===== config.mk =====
export PLATFORM = sky130hd
export DESIGN_NAME = bcd_serial_subtractor
export DESIGN_NICKNAME = d
export VERILOG_FILES = /design/src/rtl/bcd_serial_subtractor.sv
export SDC_FILE = /design/constraint.sdc
export NUM_CORES = 1
export LEC_CHECK = 0
export ABC_AREA = 1
export CAP_MARGIN = 25
export CORE_AREA = 2 2 89 91
export DETAILED_ROUTE_END_ITERATION = 8
export DIE_AREA = 0 0 91 93
export HOLD_SLACK_MARGIN = 0.02
export PLACE_DENSITY = 0.73
export SLEW_MARGIN = 5
export SYNTH_ARGS = -nofsm -noshare
export SYNTH_HDL_FRONTEND = slang
export SYNTH_SLANG_ARGS = --single-unit
export TNS_END_PERCENT = 5

===== constraint.sdc =====
create_clock -name clk -period 3.44 [get_ports clk]
set_input_delay 1.032 -clock clk [delete_from_list [all_inputs] [get_ports clk]]
set_output_delay 1.032 -clock clk [all_outputs]
set_load 0.03 [all_outputs]

===== src/rtl/bcd_serial_subtractor.sv =====
// bcd_serial_subtractor: digit-serial packed-BCD subtractor producing |A-B| with sign and invalid-digit flag
module bcd_serial_subtractor #(
  parameter int DIGITS = 4
) (
  input  logic                  clk,
  input  logic                  rst_n,
  input  logic                  start,
  input  logic [4*DIGITS-1:0]   a,
  input  logic [4*DIGITS-1:0]   b,
  output logic                  busy,
  output logic                  done,
  output logic [4*DIGITS-1:0]   diff,
  output logic                  neg,
  output logic                  err
);
  localparam int W = 4 * DIGITS;
  typedef enum logic [2:0] {IDLE, CHECK, SUB, FIX, DONE} state_t;
  state_t       state_q;
  logic [W-1:0] a_q, b_q, diff_q;
  logic [3:0]   idx_q;
  logic         carry_q, neg_q, err_q, done_q;
  logic         bad_d, cout_d, last_d;
  logic [4:0]   sum_d;
  logic [3:0]   dig_d;
  // Digit validity scan and the shared nines-complement digit adder; operands and result are
  // shifted right each step so only the low nibble is ever examined.
  always_comb begin
    bad_d = 1'b0;
    for (int i = 0; i < DIGITS; i++)
      bad_d = bad_d | (a_q[4*i +: 4] > 4'd9) | (b_q[4*i +: 4] > 4'd9);
    sum_d = (state_q == FIX) ? 5'(4'd9 - diff_q[3:0]) + 5'(carry_q)
                             : 5'(a_q[3:0]) + 5'(4'd9 - b_q[3:0]) + 5'(carry_q);
    cout_d = sum_d >= 5'd10;
    dig_d  = cout_d ? 4'(sum_d - 5'd10) : sum_d[3:0];
    last_d = idx_q == 4'(DIGITS - 1);
  end
  // Control FSM with registered outputs; done is raised on the edge that leaves DONE.
  always_ff @(posedge clk or negedge rst_n) begin
    if (!rst_n) begin
      state_q <= IDLE;
      a_q     <= '0;
      b_q     <= '0;
      diff_q  <= '0;
      idx_q   <= '0;
      carry_q <= 1'b0;
      neg_q   <= 1'b0;
      err_q   <= 1'b0;
      done_q  <= 1'b0;
    end else begin
      done_q <= 1'b0;
      case (state_q)
        IDLE: if (start) begin
          a_q     <= a;
          b_q     <= b;
          state_q <= CHECK;
        end
        CHECK: begin
          neg_q <= 1'b0;
          if (bad_d) begin
            err_q   <= 1'b1;
            diff_q  <= '0;
            state_q <= DONE;
          end else begin
            err_q   <= 1'b0;
            idx_q   <= '0;
            carry_q <= 1'b1;
            state_q <= SUB;
          end
        end
        SUB: begin
          a_q     <= a_q >> 4;
          b_q     <= b_q >> 4;
          diff_q  <= {dig_d, diff_q[W-1:4]};
          carry_q <= cout_d;
          idx_q   <= idx_q + 4'd1;
          if (last_d) begin
            idx_q   <= '0;
            carry_q <= 1'b1;
            neg_q   <= !cout_d;
            state_q <= cout_d ? DONE : FIX;
          end
        end
        FIX: begin
          diff_q  <= {dig_d, diff_q[W-1:4]};
          carry_q <= cout_d;
          idx_q   <= idx_q + 4'd1;
          if (last_d) state_q <= DONE;
        end
        DONE: begin
          done_q  <= 1'b1;
          state_q <= IDLE;
        end
        default: state_q <= IDLE;
      endcase
    end
  end
  assign busy = state_q != IDLE;
  assign done = done_q;
  assign diff = diff_q;
  assign neg  = neg_q;
  assign err  = err_q;
endmodule


==> results of run 1 <==
## sequential cells by signal (all words and copies together), names as in the netlist
name / cells
idx_q: 4
err: 1
neg: 1
diff: 16
carry_q: 1
done: 1
a_q: 16
b_q: 16
state_q: 3
## cells by family after synthesis
kind of cell,after synthesis,synth area share
AO/OA/AOI/OAI,76,0.1461
XOR/XNOR,3,0.008972
adder cells (fa/ha/maj),12,0.05639
buffers and inverters,61,0.08287
flip-flops,59,0.5041
AND/OR/NAND/NOR,132,0.2016
## power by group
group          switching [uW]  internal (uW)
Clock                     263            288
Combinational            1300            719
Sequential                176            957
## cell usage in the layout (no fill, tap or decap), types with 2 or more instances in the layout
cell,instances
o21ai_1,6
inv_2,6
ha_1,10
buf_4,2
nand3_2,3
xor2_1,2
nand3_1,22
nand2_2,6
fa_1,2
inv_1,45
a21oi_1,22
nor2_4,4
nor3_1,3
o21ai_0,12
o22ai_1,34
clkinv_2,3
clkdlybuf4s50_1,53
nor2_1,32
dfrtp_1,59
clkbuf_8,11
nand2_1,62
## worst max-delay path, cell delays in order (launching register included)
cell	delay [ns]
dfrtp_1	0.47
nor2_1	0.26
nand2_1	0.15
clkdlybuf4s50_1	0.62
## routing by layer
metal,track usage,part of all wire,vias up
li1,-,-,1247
met1,0.2070,0.46,1181
met2,0.2667,0.46,74
met3,0.03948,0.052,12
met4,0.08333,0.022,0
met5,0,0,-
## stage by stage
stage	total power (uW)	worst slack (ns)	instances	utilization	hold slack, ns
floorplan	2665	0.9900	343	-	0.4494
detailed placement	3152	0.8453	492	0.4751	0.4713
global placement	3034	0.8811	492	0.4751	0.4751
global route	4046	0.4746	506	0.4972	0.5137
finish	3701	0.5738	506	0.4972	0.4850
CTS	3715	0.5776	506	0.4972	0.4886
## final cells by class
| class | count | area [sq um] | share of cell area |
|---|---|---|---|
| clock buffers | 11 | 151.4 | 0.04045 |
| inverters | 51 | 191.4 | 0.05115 |
| multi-input cells | 223 | 1210 | 0.3233 |
| clock inverters | 3 | 15.01 | 0.004012 |
| repair buffers | 57 | 570.5 | 0.1525 |
| flip-flops and latches | 59 | 1476 | 0.3945 |
| well taps | 102 | 127.6 | 0.03410 |
## final timing paths
kind	cells after the start	end	start
worst max-delay path	3	busy	state_q[2]
worst min-delay path	2	a_q[12]	a_q[12]
worst max register to register	15	state_q[0]	a_q[0]
worst min register to register	2	a_q[12]	a_q[12]
max in group asynchronous	2	idx_q[3]	rst_n
min in group asynchronous	1	diff[11]	rst_n
==> results.md, run 1 <==
- Post-synth ARST share: 1.000
- Final ANT Viol Nets: 0
- Max rail drop VDD: 0.0004180 V
- Ratio of cells with drive above 1 in the final layout: 0.09158
- Vias: 2514
- # clock sinks: 59
- CTS tree: yes
- Postcts setup bufs: 0
- Max Slew Vio Count: 0
- Post-route DRC: 0
- 1st-iter DRT viols: 79
- Clock latency on the worst-skew pair: 0.34 ns
- Status: complete, no violations
- Top_reg_cell synth: dfrtp_1
- Vias in the first global route: 2457
- Top-area cell type share of the netlist area: 0.5041
- Hpwl dp: 4823 um
- Routed WL: 6728 um
- Largest net degree at the start of global routing: 37
- Fmax: 0.3489 GHz
- Fin crit period: 2.866 ns
- Root buffer cell: clkbuf_8
- Crit. End Element: output pin
- Cell with the most instances after synthesis: nand2_1
- Post-cts hold buffer count: 0
- Ranking of synthesized cells by area: dfrtp_1 50%, nand2_1 7.9%, o22ai_1 7.3%
- Final Hold Fails: 0
- Unique masters post-synth: 24
- Post-synth EDFFs: 0
- Clock Tree Buf Depth: 2
- Final Cycle Share: 0.8332
- Ant. Diodes: 0
- Area growth syn-to-layout: 27.77%
- GPL Wtd Cong: 0.8119
- Die height: 93 um
- Total power divided by cell area: 988.9 mW/mm^2
- Post_cts resized: 0
- Yosys warnings: 0
- Lkg Pwr: 0.001736 uW
- Least-Margin Pin Slew: 0.6694 ns
- Post-route cell area: 0.003742 sq mm
- Placed inst area: 0.003576 sq mm
- Hold WC Path Type: flop to flop
- Starting Density: 0.3891
- Register area share after synthesis: 0.5041
- Max-Slew Margin vs Limit: 0.5537
- Vias/cell: 4.968
- Total congestion overflow: 0
- Max Cap Viol: 0
- Routed len/inst: 13.30 um
- Net count reported at finish: 448
- Worst Setup Path Type: flop to output pin
- Num CTS Buffers: 9
- IO buf count: 54
- Pre-antenna DRT Iters: 4
- Post-Syn Area: 0.002929 sq mm
- Crit path arrival time: 1.83 ns
- Average size of a mapped cell: 8.540 sq um
- RSZ-0062 raised after global routing: false
- Fill cell count: 722
- CP required: 2.41 ns
- GRT Overall Usage: 0.1648
- R2R Setup Slk: 0.84 ns
- Syn Nets: 390
- Htree depth: 3
- FF+latch count, synth: 59
- Area leader, netlist: dfrtp_1
- Commonest cells post-synth: 62 x nand2_1, 59 x dfrtp_1, 45 x inv_1
- Die area: 0.008463 sq mm
- Die W: 91 um
- First-pass GRT wire length: 11050 um
- Worst Setup Start Kind: flop
- Setup violators final: 0
- I/O pin count: 55
- Worst-path clk slew: 0.06 ns
- Clk_skew: 0.005337 ns
- Initial antenna violation count: 0
- Worst Path Max Fanout: 5
- CORE AREA: 0.007527 sq mm
- Syn Inst Count: 343
- FP Rows: 32
- Final setup TNS: 0 ns
No activity file was read; power rests on OpenSTA's default activity.
==> run 2, diff against run 1 <==
--- a/config.mk
+++ b/config.mk
@@ -11,7 +11,7 @@
 export DETAILED_ROUTE_END_ITERATION = 8
 export DIE_AREA = 0 0 91 93
 export HOLD_SLACK_MARGIN = 0.02
-export PLACE_DENSITY = 0.73
+export PLACE_DENSITY = 0.75
 export SLEW_MARGIN = 5
 export SYNTH_ARGS = -nofsm -noshare
 export SYNTH_HDL_FRONTEND = slang
==> constraint.sdc (replaced) <==
create_clock -name clk -period 2.5 [get_ports clk]
set_input_delay 0.75 -clock clk [delete_from_list [all_inputs] [get_ports clk]]
set_output_delay 0.75 -clock clk [all_outputs]
set_load 0.03 [all_outputs]
==> results.md, run 2 (synthesis results as in run 1) <==
- Post-route DRC: 0 (unchanged)
- Area growth syn-to-layout: 31.10% (was 27.77%)
- Layout Cells excl Fill: 513 (was 506)
- 1st-iter DRT viols: 126 (was 79)
- Ant. Diodes: 0 (unchanged)
- Crit. End Element: flop (was output pin)
- Worst Setup Start Kind: flop (unchanged)
- CORE AREA: 0.007527 sq mm (unchanged)
- Pre-CTS WS: -0.06158 ns (was 0.8453 ns)
- Setup violators final: 0 (unchanged)
- Initial antenna violation count: 0 (unchanged)
- Final Worst Setup Slack: 0.03105 ns (was 0.5738 ns)
- Commonest non-fill, non-tap cell in the layout: nand2_1 (unchanged)
- Die height: 93 um (unchanged)
- Num CTS Buffers: 9 (unchanged)
- Vias: 2539 (was 2514)
- CP required: 2.73 ns (was 2.41 ns)
- Total power divided by cell area: 1451 mW/mm^2 (was 988.9 mW/mm^2)
- Least-Margin Pin Slew: 0.4384 ns (was 0.6694 ns)
- Inst Count DP: 495 (was 492)
- FP Rows: 32 (unchanged)
- Final setup TNS: 0 ns (unchanged)
- Vias in the first global route: 2494 (was 2457)
- Max-Slew Margin vs Limit: 0.7070 (was 0.5537)
- R2R Setup Slk: 0.03 ns (was 0.84 ns)
- Vias/cell: 4.949 (was 4.968)
- Largest net degree at the start of global routing: 60 (was 37)
- Hpwl dp: 4985 um (was 4823 um)
- Status: complete, no violations (unchanged)
- Final Cycle Share: 0.9876
- Die area: 0.008463 sq mm (unchanged)
- Most frequent cells in the layout: 62 x nand2_1, 59 x dfrtp_1, 52 x clkdlybuf4s50_1, 44 x inv_1, 34 x o22ai_1 (was 62 x nand2_1, 59 x dfrtp_1, 53 x clkdlybuf4s50_1, 45 x inv_1, 34 x o22ai_1)
- Lkg Pwr: 0.001769 uW (was 0.001736 uW)
- GPL Wtd Cong: 0.8704 (was 0.8119)
- Fmax: 0.4050 GHz
- Max Cap Viol: 0 (unchanged)
- Core Util, Final: 0.5101 (was 0.4972)
- Routed WL: 6986 um (was 6728 um)
- Root buffer cell: clkbuf_8 (unchanged)
- Max Slew Vio Count: 0 (unchanged)
- # clock sinks: 59 (unchanged)
- Post-route cell area: 0.003840 sq mm (was 0.003742 sq mm)
- Crit path arrival time: 2.70 ns (was 1.83 ns)
- RSZ-0062 raised after global routing: true (was false)
- Routed len/inst: 13.62 um (was 13.30 um)
- Die W: 91 um (unchanged)
- Clock latency on the worst-skew pair: 0.34 ns (about the same)
- Worst Path Max Fanout: 4 (was 5)
- Placed inst area: 0.003598 sq mm (was 0.003576 sq mm)
- IO buf count: 54 (unchanged)
- Hold WC Path Type: input pin to async pin (was flop to flop)
- Net count reported at finish: 453 (was 448)
- Pre-antenna DRT Iters: 4 (unchanged)
- Total congestion overflow: 0 (unchanged)
- Final ANT Viol Nets: 0 (unchanged)
- First-pass GRT wire length: 11160 um (was 11050 um)
- Worst-path clk slew: 0.07 ns (was 0.06 ns)
- Ratio of cells with drive above 1 in the final layout: 0.1192 (was 0.09158)
- GRT Overall Usage: 0.1654 (was 0.1648)
- Htree depth: 3 (unchanged)
- I/O pin count: 55 (unchanged)
- Final Hold Fails: 0 (unchanged)
- Worst Setup Path Type: flop to flop (was flop to output pin)
- Clk_skew: 0.009218 ns (was 0.005337 ns)
- Fin crit period: 2.469 ns
- Starting Density: 0.3891 (unchanged)
- Clock Tree Buf Depth: 2 (unchanged)
- Max rail drop VDD: 0.0004951 V (was 0.0004180 V)
- CTS tree: yes (unchanged)
## run 2: worst paths after layout
check | start | endpoint | depth (start not counted)
max | a_q[0] | state_q[1] | 15
min | rst_n | diff[11] | 2
max reg2reg | a_q[0] | state_q[1] | 15
min reg2reg | b_q[12] | b_q[12] | 2
max in group asynchronous | rst_n | idx_q[2] | 2
min in group clk | b_q[12] | b_q[12] | 2
## run 2: routing by layer
metal  up-vias  wire [um]  GRT usage
li1       1255          -          -
met1      1194       3082     0.2047
met2        80       3396     0.2772
met3        10        378    0.04190
met4         0        129    0.06818
met5         -          0          0
## run 2: what timing repair did
action / CTS / global route
buffers inserted: 1 / 1
gates resized for setup: 5 / 4
hold buffers: 0 / 0
endpoints found under the setup margin: 6 / 8
pin swaps: 1 / 1
## run 2: cell type report
cell class / count / area, sq um
clock buffer: 9 / 123.9
clock inverter: 7 / 68.82
fill: 749 / 3687
inverter: 51 / 191.4
multi-input combinational: 223 / 1245
sequential: 59 / 1476
tap: 102 / 127.6
timing repair buffer: 62 / 606.8
## run 2: worst max-delay path, stage by stage, from the launching register on
cell and delay [ns]:
dfrtp_1 0.41, fa_2 0.39, ha_2 0.19, fa_1 0.48
inv_1 0.04, nand2_1 0.06, nand2_2 0.08, ha_4 0.17
inv_2 0.08, nand3_4 0.09, nand2_4 0.11, nor2_4 0.05
nand2_2 0.08, nand2_1 0.05, nand2_1 0.05, nand2_1 0.05
## run 2: report_power, final
part	switching (uW)	total (uW)	internal (uW)	leakage, uW
clock	397	853	456	0.0000950
sequential	248	1560	1320	0.000724
combinational	1960	3150	1190	0.000951
total	2610	5570	2960	0.00177
## run 2: stage by stage
| stage | power, uW | hold slack (ns) |
|---|---|---|
| floorplan | 3667 | 0.4494 |
| global placement | 4256 | 0.4642 |
| detailed placement | 4405 | 0.4698 |
| CTS | 5404 | 0.4210 |
| global route | 6038 | 0.4318 |
| finish | 5571 | 0.4054 |
